==> config.mk <==
export PLATFORM = sky130hd
export DESIGN_NAME = fetch_ctrl
export DESIGN_NICKNAME = d
export VERILOG_FILES = /design/src/rtl/fetch_ctrl.sv
export SDC_FILE = /design/constraint.sdc
export NUM_CORES = 1
export LEC_CHECK = 0
export CAP_MARGIN = 20
export CELL_PAD_IN_SITES_DETAIL_PLACEMENT = 1
export CELL_PAD_IN_SITES_GLOBAL_PLACEMENT = 1
export CORE_ASPECT_RATIO = 1.4
export CORE_UTILIZATION = 50
export CTS_CLUSTER_DIAMETER = 200
export CTS_CLUSTER_SIZE = 28
export DETAILED_ROUTE_END_ITERATION = 10
export DONT_BUFFER_PORTS = 1
export PLACE_DENSITY_LB_ADDON = 0.1
export REMOVE_ABC_BUFFERS = 1
export SETUP_SLACK_MARGIN = 0.2
export SLEW_MARGIN = 20
export SYNTH_ARGS = -nofsm -noshare
export SYNTH_HDL_FRONTEND = slang
export SYNTH_SLANG_ARGS = --single-unit
==> constraint.sdc <==
create_clock -name clk -period 2.9 [get_ports clk]
set_input_delay 0.725 -clock clk [delete_from_list [all_inputs] [get_ports clk]]
set_output_delay 0.725 -clock clk [all_outputs]
set_load 0.1 [all_outputs]
==> src/rtl/fetch_ctrl.sv <==
// fetch_ctrl: instruction-fetch sequencer for the three-stage RV32I core.
// Owns the fetch PC, issues one-outstanding requests to instruction memory,
// buffers fetched words with their PCs in a 2-entry FIFO toward decode, and
// handles redirects (flush, restart, misaligned-target trap).
module fetch_ctrl #(
  parameter logic [31:0] RESET = 32'h0000_0000
) (
  input  logic        clk,
  input  logic        reset,
  output logic        inst_mem_is_ready,
  output logic [31:0] inst_mem_addr,
  input  logic        inst_mem_is_valid,
  input  logic [31:0] inst_mem_read_data,
  input  logic        redirect_valid,
  input  logic [31:0] redirect_pc,
  output logic        dec_valid,
  input  logic        dec_ready,
  output logic [31:0] dec_inst,
  output logic [31:0] dec_pc,
  output logic        exception
);

  typedef enum logic [1:0] {IDLE, REQ, DROP, HALT} state_t;

  state_t      state;
  logic [31:0] pc;
  logic [31:0] pend_pc;
  logic [31:0] fifo_pc   [2];
  logic [31:0] fifo_inst [2];
  logic        rd_ptr;
  logic        wr_ptr;
  logic [1:0]  count;

  logic rsp, pop, push, redir, misalign, credit_idle, credit_push;

  // A response only counts while a request is actually outstanding.
  assign rsp      = inst_mem_is_valid & ((state == REQ) | (state == DROP));
  assign pop      = dec_valid & dec_ready;
  assign push     = rsp & (state == REQ);
  // Once trapped, further redirects are ignored until reset.
  assign redir    = redirect_valid & ~exception & (state != HALT);
  assign misalign = redirect_pc[1:0] != 2'b00;

  // Credit: next-cycle occupancy (count + push - pop) must stay below 2.
  assign credit_idle = (count != 2'd2) | pop;
  assign credit_push = count == {1'b0, pop};

  assign inst_mem_is_ready = (state == REQ) | (state == DROP);
  assign inst_mem_addr     = pc;
  assign dec_valid         = count != 2'd0;
  assign dec_inst          = fifo_inst[rd_ptr];
  assign dec_pc            = fifo_pc[rd_ptr];

  // Fetch sequencer, FIFO bookkeeping and trap handling.
  always_ff @(posedge clk) begin
    if (reset) begin
      state     <= IDLE;
      pc        <= RESET;
      pend_pc   <= RESET;
      count     <= 2'd0;
      rd_ptr    <= 1'b0;
      wr_ptr    <= 1'b0;
      exception <= 1'b0;
      for (int i = 0; i < 2; i++) begin
        fifo_pc[i]   <= 32'h0;
        fifo_inst[i] <= 32'h0;
      end
    end else if (redir) begin
      // Redirect wins over everything: flush, and any head handshake is moot.
      count  <= 2'd0;
      rd_ptr <= 1'b0;
      wr_ptr <= 1'b0;
      if (misalign) begin
        exception <= 1'b1;
        // An in-flight request must finish (and be dropped) before halting.
        state <= ((state == IDLE) | rsp) ? HALT : DROP;
      end else if (state == IDLE || rsp) begin
        pc    <= redirect_pc;
        state <= REQ;
      end else begin
        pend_pc <= redirect_pc;
        state   <= DROP;
      end
    end else begin
      if (pop) rd_ptr <= ~rd_ptr;
      if (push) begin
        fifo_pc[wr_ptr]   <= pc;
        fifo_inst[wr_ptr] <= inst_mem_read_data;
        wr_ptr            <= ~wr_ptr;
      end
      count <= count + {1'b0, push} - {1'b0, pop};
      case (state)
        IDLE: if (credit_idle) state <= REQ;
        REQ: if (rsp) begin
          pc    <= pc + 32'd4;
          state <= credit_push ? REQ : IDLE;
        end
        DROP: if (rsp) begin
          if (exception) state <= HALT;
          else begin
            pc    <= pend_pc;
            state <= REQ;
          end
        end
        default: ;
      endcase
    end
  end

endmodule
==> impl_metrics.toml, run 1 <==
[run_status]
outcome = "complete, no violations"

[sta]
setup_viol = 0
tightest_slew_ns = 0.7113
hold_violations = 0
min_period_ns = 2.516
slew_headroom_pct = 52.41
fmax_ghz = 0.3975
clock_skew_ns = 0.01151
hold_ws_ns = 0.3558
grt_setup_unrepaired = "false"
setup_ws_ns = 0.3845
post-route-period-util_pct = 86.74
setup-tns-final_ns = 0
drv_slew = 0

[synthesis]
synthFlopType = "edfxtp_1"
synth_area_um2 = 9474
synth-edff-count = 128
synth.yosys.seq_area_share_pct = 55.78
syn_area_per_cell_um2 = 10.83
synthDistinctLibCells = 59
yosys_warnings = 0
ys_seq_elements = 200
synthArstFlopShare_pct = 0
synthCells = 875

[die]
pin_count = 168
rows = 59
start_util_pct = 50.93
core_area_um2 = 18600
die_w_um = 118.3
die_h_um = 164.9
die-area_um2 = 19510

[pwr]
switching_power_mw = 3.627
p_per_area_nw_per_um2 = 825.2
cell_internal_pwr_mw = 5.084
clock_power_share_pct = 26.8
pwr-share-comb_pct = 34.1
seq_power_share_pct = 39.2
vdd_drop_max_mv = 0.8210
p_leak_nw = 3.781
switching_share_pct = 41.64

[worst_setup_path]
cp_max_fo = 28
endpoint_kind = "output port"
crit_required_ns = 2.17
worst_ep_arrival_time_ns = 1.79
startpoint_type = "flop"
critPathKind = "flop to output port"
slowest_stage = "mux2_2"
max_stage_delay_ns = 0.58
crit_chain = "buf_12, mux2_2"

[global_route]
grt_pass1_wl_um = 37540
antenna_found_initial = 0
grt_pass1_vias = 6887
grt_use_total_pct = 24.82
overflow = 0
grt_max_degree = 70

[placed_design]
dp_hpwl_um = 16200
dpl-instance-area_um2 = 9971
gp_congestion = 0.8138
numPortBuffers = 0
pre_cts_slack_ns = 0.4334

[clock_tree]
postCtsHoldBufs = 0
clk_pin_slew_worst_paths_ns = 0.07
cts_sinks = 200
cts_tree = "done"
cts_htree_levels = 4
numCtsBuffers = 17
root_buffer = "clkbuf_16"
clock_latency_ns = 0.43
clock_path_buffers = 2

[detailed_routing]
firstDrtPassIters = 5
routed-via-count = 6649
wl_per_cell_um = 20.90
drt_iter0_markers = 504
vias_per_cell = 5.843
ant_nets = 0
drc = 0
wl_um = 23790

[finish]
layout-drive-gt1-share_pct = 18.68
num-fill-cells = 1986
antenna_cells = 0
nets = 959
final_area_um2 = 10560
area_growth_pct = 11.42

[flow_run]
cap_violations = 0

[min_path]
hp-class = "primary input to flop"
## worst max-delay path, delay by kind of cell, from the launching register on
family	cells	cell delay (ns)
buffers and inverters	1	0.24
DFF	1	0.52
muxes	1	0.58
## synth_stat cells (all sizes together), types with 4 or more instances
| master | n | area (µm²) |
|---|---|---|
| clkbuf | 51 | 221.5 |
| and2 | 135 | 848.3 |
| o211ai | 7 | 52.55 |
| ha | 8 | 100.1 |
| or2 | 5 | 33.78 |
| edfxtp | 128 | 3844 |
| o31ai | 4 | 30.03 |
| mux2 | 64 | 720.7 |
| dfxtp | 72 | 1441 |
| mux2i | 9 | 90.09 |
| buf | 13 | 77.58 |
| and4 | 5 | 45.04 |
| a211oi | 12 | 90.09 |
| nand4 | 10 | 77.57 |
| xor2 | 4 | 35.03 |
| nand2 | 112 | 420.4 |
| o21a | 4 | 30.03 |
| nor3 | 17 | 85.08 |
| nand2b | 5 | 31.28 |
| a31oi | 6 | 37.54 |
| nor4 | 9 | 71.32 |
| inv | 14 | 52.55 |
| nor2 | 25 | 93.84 |
| a311oi | 7 | 61.31 |
| a21oi | 62 | 310.3 |
| o21ai | 25 | 128.9 |
| o311ai | 4 | 35.03 |
| nand3 | 22 | 110.1 |
## area by class of cell
| type | count | area [µm²] | area share [%] |
|---|---|---|---|
| clock inverter | 14 | 157.7 | 1.493 |
| multi-input combinational | 597 | 3861 | 36.58 |
| timing repair buffer | 52 | 465.4 | 4.409 |
| sequential | 200 | 5289 | 50.10 |
| tap | 244 | 305.3 | 2.892 |
| inverter | 14 | 52.55 | 0.4978 |
| clock buffer | 17 | 425.4 | 4.030 |
## metal layers
layer  wire [µm]  global-route usage (%)  up-vias
met5           0                       0        -
li1            -                       -     3136
met4         359                   8.508        0
met2       12420                   43.93      174
met1        9574                   29.12     3312
met3        1433                   6.492       27
## placed cells by master, fill, tap and decap left out, drive strengths merged, types with 6 or more instances in the layout
master / netlist / layout
a21oi: 62 / 62
a31oi: 6 / 6
o211ai: 7 / 7
mux2: 64 / 64
dfxtp: 72 / 72
buf: 13 / 52
o21ai: 25 / 25
inv: 14 / 20
edfxtp: 128 / 128
a211oi: 12 / 12
nand2: 112 / 112
nand3: 22 / 22
nor4: 9 / 9
nor3: 17 / 17
and2: 135 / 135
nand4: 10 / 10
mux2i: 9 / 9
ha: 8 / 8
clkbuf: 51 / 17
nor2: 25 / 25
a311oi: 7 / 7
## through the flow
step / power, mW / utilization [%] / std cells
2_1_floorplan: 5.791 / - / 811
3_3_place_gp: 6.372 / 53.60 / 1107
3_5_place_dp: 6.446 / 53.60 / 1107
4_1_cts: 8.770 / 56.75 / 1138
5_1_grt: 9.064 / 56.75 / 1138
6_report: 8.711 / 56.75 / 1138
## power by group through the flow
stage | logic [mW] | registers, mW | clock network (mW)
CTS | 2.98 | 3.41 | 2.38
global route | 3.12 | 3.44 | 2.50
floorplan | 1.79 | 4.00 | 0
finish | 2.97 | 3.41 | 2.33
global placement | 2.92 | 3.46 | 0
detailed placement | 2.97 | 3.48 | 0
## state kept, by name, summed over array words and instances, names as in the netlist, named ones only
register,cells
fifo_inst,64
fifo_pc,64
inst_mem_addr,32
pend_pc,32
count,2
state,2
exception,1
rd_ptr,1
wr_ptr,1
## worst paths after layout
kind | depth (start not counted) | end | startpoint | slack, ns
worst max-delay path | 2 | dec_inst[26] | flop | 0.38
worst min-delay path | 1 | pend_pc[30] | reset | 0.36
worst max register to register | 8 | inst_mem_addr[7] | state[1] | 0.43
worst min register to register | 2 | pend_pc[17] | pend_pc[17] | 0.45
## cell families (layout without fill, tap and decap cells)
kind of cell    Yosys count  after routing  synth area share [%]
mux                      73             73                 8.558
simple gates            361            361                 20.54
flops                   200            200                 55.78
buf+inv                  78             97                 3.711
xor+xnor                  7              7                0.6471
compound gates          148            148                 9.707
fa+ha+maj                 8              8                 1.057
## timing repair
action                                  4_1_cts  5_1_grt
gates resized for setup                       1        0
endpoints found under the setup margin       13        0
buffers inserted                              0        0
(Power assumes the default switching activity.)
==> run 2: changes to the inputs <==
--- a/config.mk
+++ b/config.mk
@@ -9,7 +9,7 @@
 export CELL_PAD_IN_SITES_DETAIL_PLACEMENT = 1
 export CELL_PAD_IN_SITES_GLOBAL_PLACEMENT = 1
 export CORE_ASPECT_RATIO = 1.4
-export CORE_UTILIZATION = 50
+export CORE_UTILIZATION = 25
 export CTS_CLUSTER_DIAMETER = 200
 export CTS_CLUSTER_SIZE = 28
 export DETAILED_ROUTE_END_ITERATION = 10
==> run 2 against run 1 <==
  * The run now ends with design-rule violations left
  * Non-clock buffer count rose by 4
  * Clock power rose by 7%
  * Wire length is 20% higher
  * Utilization fell by 28 points
  * Sequential share of layout area is 1.5 points lower
  * Final cell count increased by 20%
  * Largest cell class unchanged
==> impl_metrics.toml, run 2 (synthesis gave the netlist of run 1 again) <==
[worst_setup_path]
crit_required_ns = 2.17
worst_ep_arrival_time_ns = 1.81
endpoint_kind = "output port"
startpoint_type = "flop"
ff2ff_setup_slack_ns = 0.45
r2r-start = "state[0]"
cp_max_fo = 64
reg2reg_to = "inst_mem_addr[26]"
critPathKind = "flop to output port"
r2r_cells = 7

[run_status]
violations = "design-rule violations"
outcome = "complete, but fails checks"

[global_route]
overflow = 0
grt_pass1_wl_um = 43150
grt_max_degree = 70
grt_use_total_pct = 14.94
antenna_found_initial = 0
grt_pass1_vias = 7125

[sta]
setup_viol = 0
fmax_ghz = 0.3945
clock_skew_ns = 0.01457
hold_violations = 0
setup-tns-final_ns = 0
grt_setup_unrepaired = "false"
drv_slew = 0
slew_headroom_pct = 51.26
min_period_ns = 2.535
setup_ws_ns = 0.3651
tightest_slew_ns = 0.7256
post-route-period-util_pct = 87.41

[detailed_routing]
wl_um = 28520
firstDrtPassIters = 8
drt_iter0_markers = 236
routed-via-count = 6656
vias_per_cell = 4.855
drc = 11
ant_nets = 0
wl_per_cell_um = 20.80

[finish]
nets = 963
layout_commonest_cell = "and2_1"
reg_top3 = "fifo_inst x64, fifo_pc x64"
area_growth_pct = 14.76
final_cell_mix = "132 x and2_1, 128 x edfxtp_1, 112 x nand2_1, 71 x dfxtp_1, 64 x mux2_2"
layout.cells.non_filler = 1371
antenna_cells = 0
layout-drive-gt1-share_pct = 18.93

[die]
die-area_um2 = 38690
pin_count = 168
core_area_um2 = 37420
start_util_pct = 25.32
die_w_um = 166.5
die_h_um = 232.3
rows = 84

[placed_design]
gp_congestion = 0.7170
numPortBuffers = 0
pre_cts_slack_ns = 0.3394
placed_cells = 1339
dp_hpwl_um = 18700

[min_path]
hp-class = "primary input to flop"
whs_path_depth = 1
hp-start = "reset"
holdPathEnd = "state[0]"

[clock_tree]
ctsResizeCount = 0
cts_sinks = 200
clock_path_buffers = 2
postCtsHoldBufs = 0
numCtsBuffers = 17
cts_tree = "done"
cts_setup_buffers = 0
cts_htree_levels = 4
root_buffer = "clkbuf_16"
clk_pin_slew_worst_paths_ns = 0.08
clock_latency_ns = 0.45

[pwr]
p_per_area_nw_per_um2 = 819.7
vdd_drop_max_mv = 0.8520
p_leak_nw = 3.813

[flow_run]
cap_violations = 0
[run 2: cell types whose count changed in the layout (fill, tap and decap cells not counted), sizes merged]
cell,before,now
inv,20,19
clkinvlp,3,2
bufinv,1,3
buf,52,56
[run 2: routing by layer]
metal	wire length, µm	track usage, %
met2	15370	28.19
met3	1470	3.852
met4	360	5.179
met1	11320	15.96
met5	0	0
[run 2: critical path: stages, from the launching register on]
cell and delay, ns:
dfxtp_4 0.35, buf_12 0.33, mux2_2 0.62
[run 2: layout make-up]
cell class,instances,area (µm²)
Fill cell,4149,26540
Inverter,14,52.55
Clock buffer,17,425.4
Multi-Input combinational cell,597,3866
Clock inverter,14,170.2
Sequential cell,200,5289
Tap cell,473,591.8
Timing Repair Buffer,56,478.0
[run 2: worst max-delay path by stage]
stage / startpoint / end / slack, ns
after floorplan: exception / fifo_inst[1][0] / -3.39
after global placement: redirect_valid / fifo_inst[1][2] / 0.41
after detailed placement: redirect_valid / fifo_inst[1][9] / 0.34
after CTS: flop / dec_pc[18] / 0.31
after global routing: state[0] / inst_mem_addr[26] / 0.26
final: flop / dec_inst[9] / 0.37
[run 2: metrics by stage]
step | power (mW) | util [%] | instance area, µm² | hold WS [ns]
CTS | 9.055 | 28.99 | 10850 | 0.3187
global route | 9.297 | 29.06 | 10870 | 0.3204
floorplan | 5.791 | - | 9175 | 0.4252
global placement | 6.490 | 27.39 | 10250 | 0.4324
finish | 8.913 | 29.06 | 10870 | 0.3453
detailed placement | 6.540 | 27.39 | 10250 | 0.4378
[run 2: power by group]
group          switching [mW]  leakage, nW  internal [mW]  total [mW]
sequential              0.133         1.91           3.26        3.39
combinational            2.43         1.62          0.609        3.04
clock                    1.12        0.288           1.36        2.49
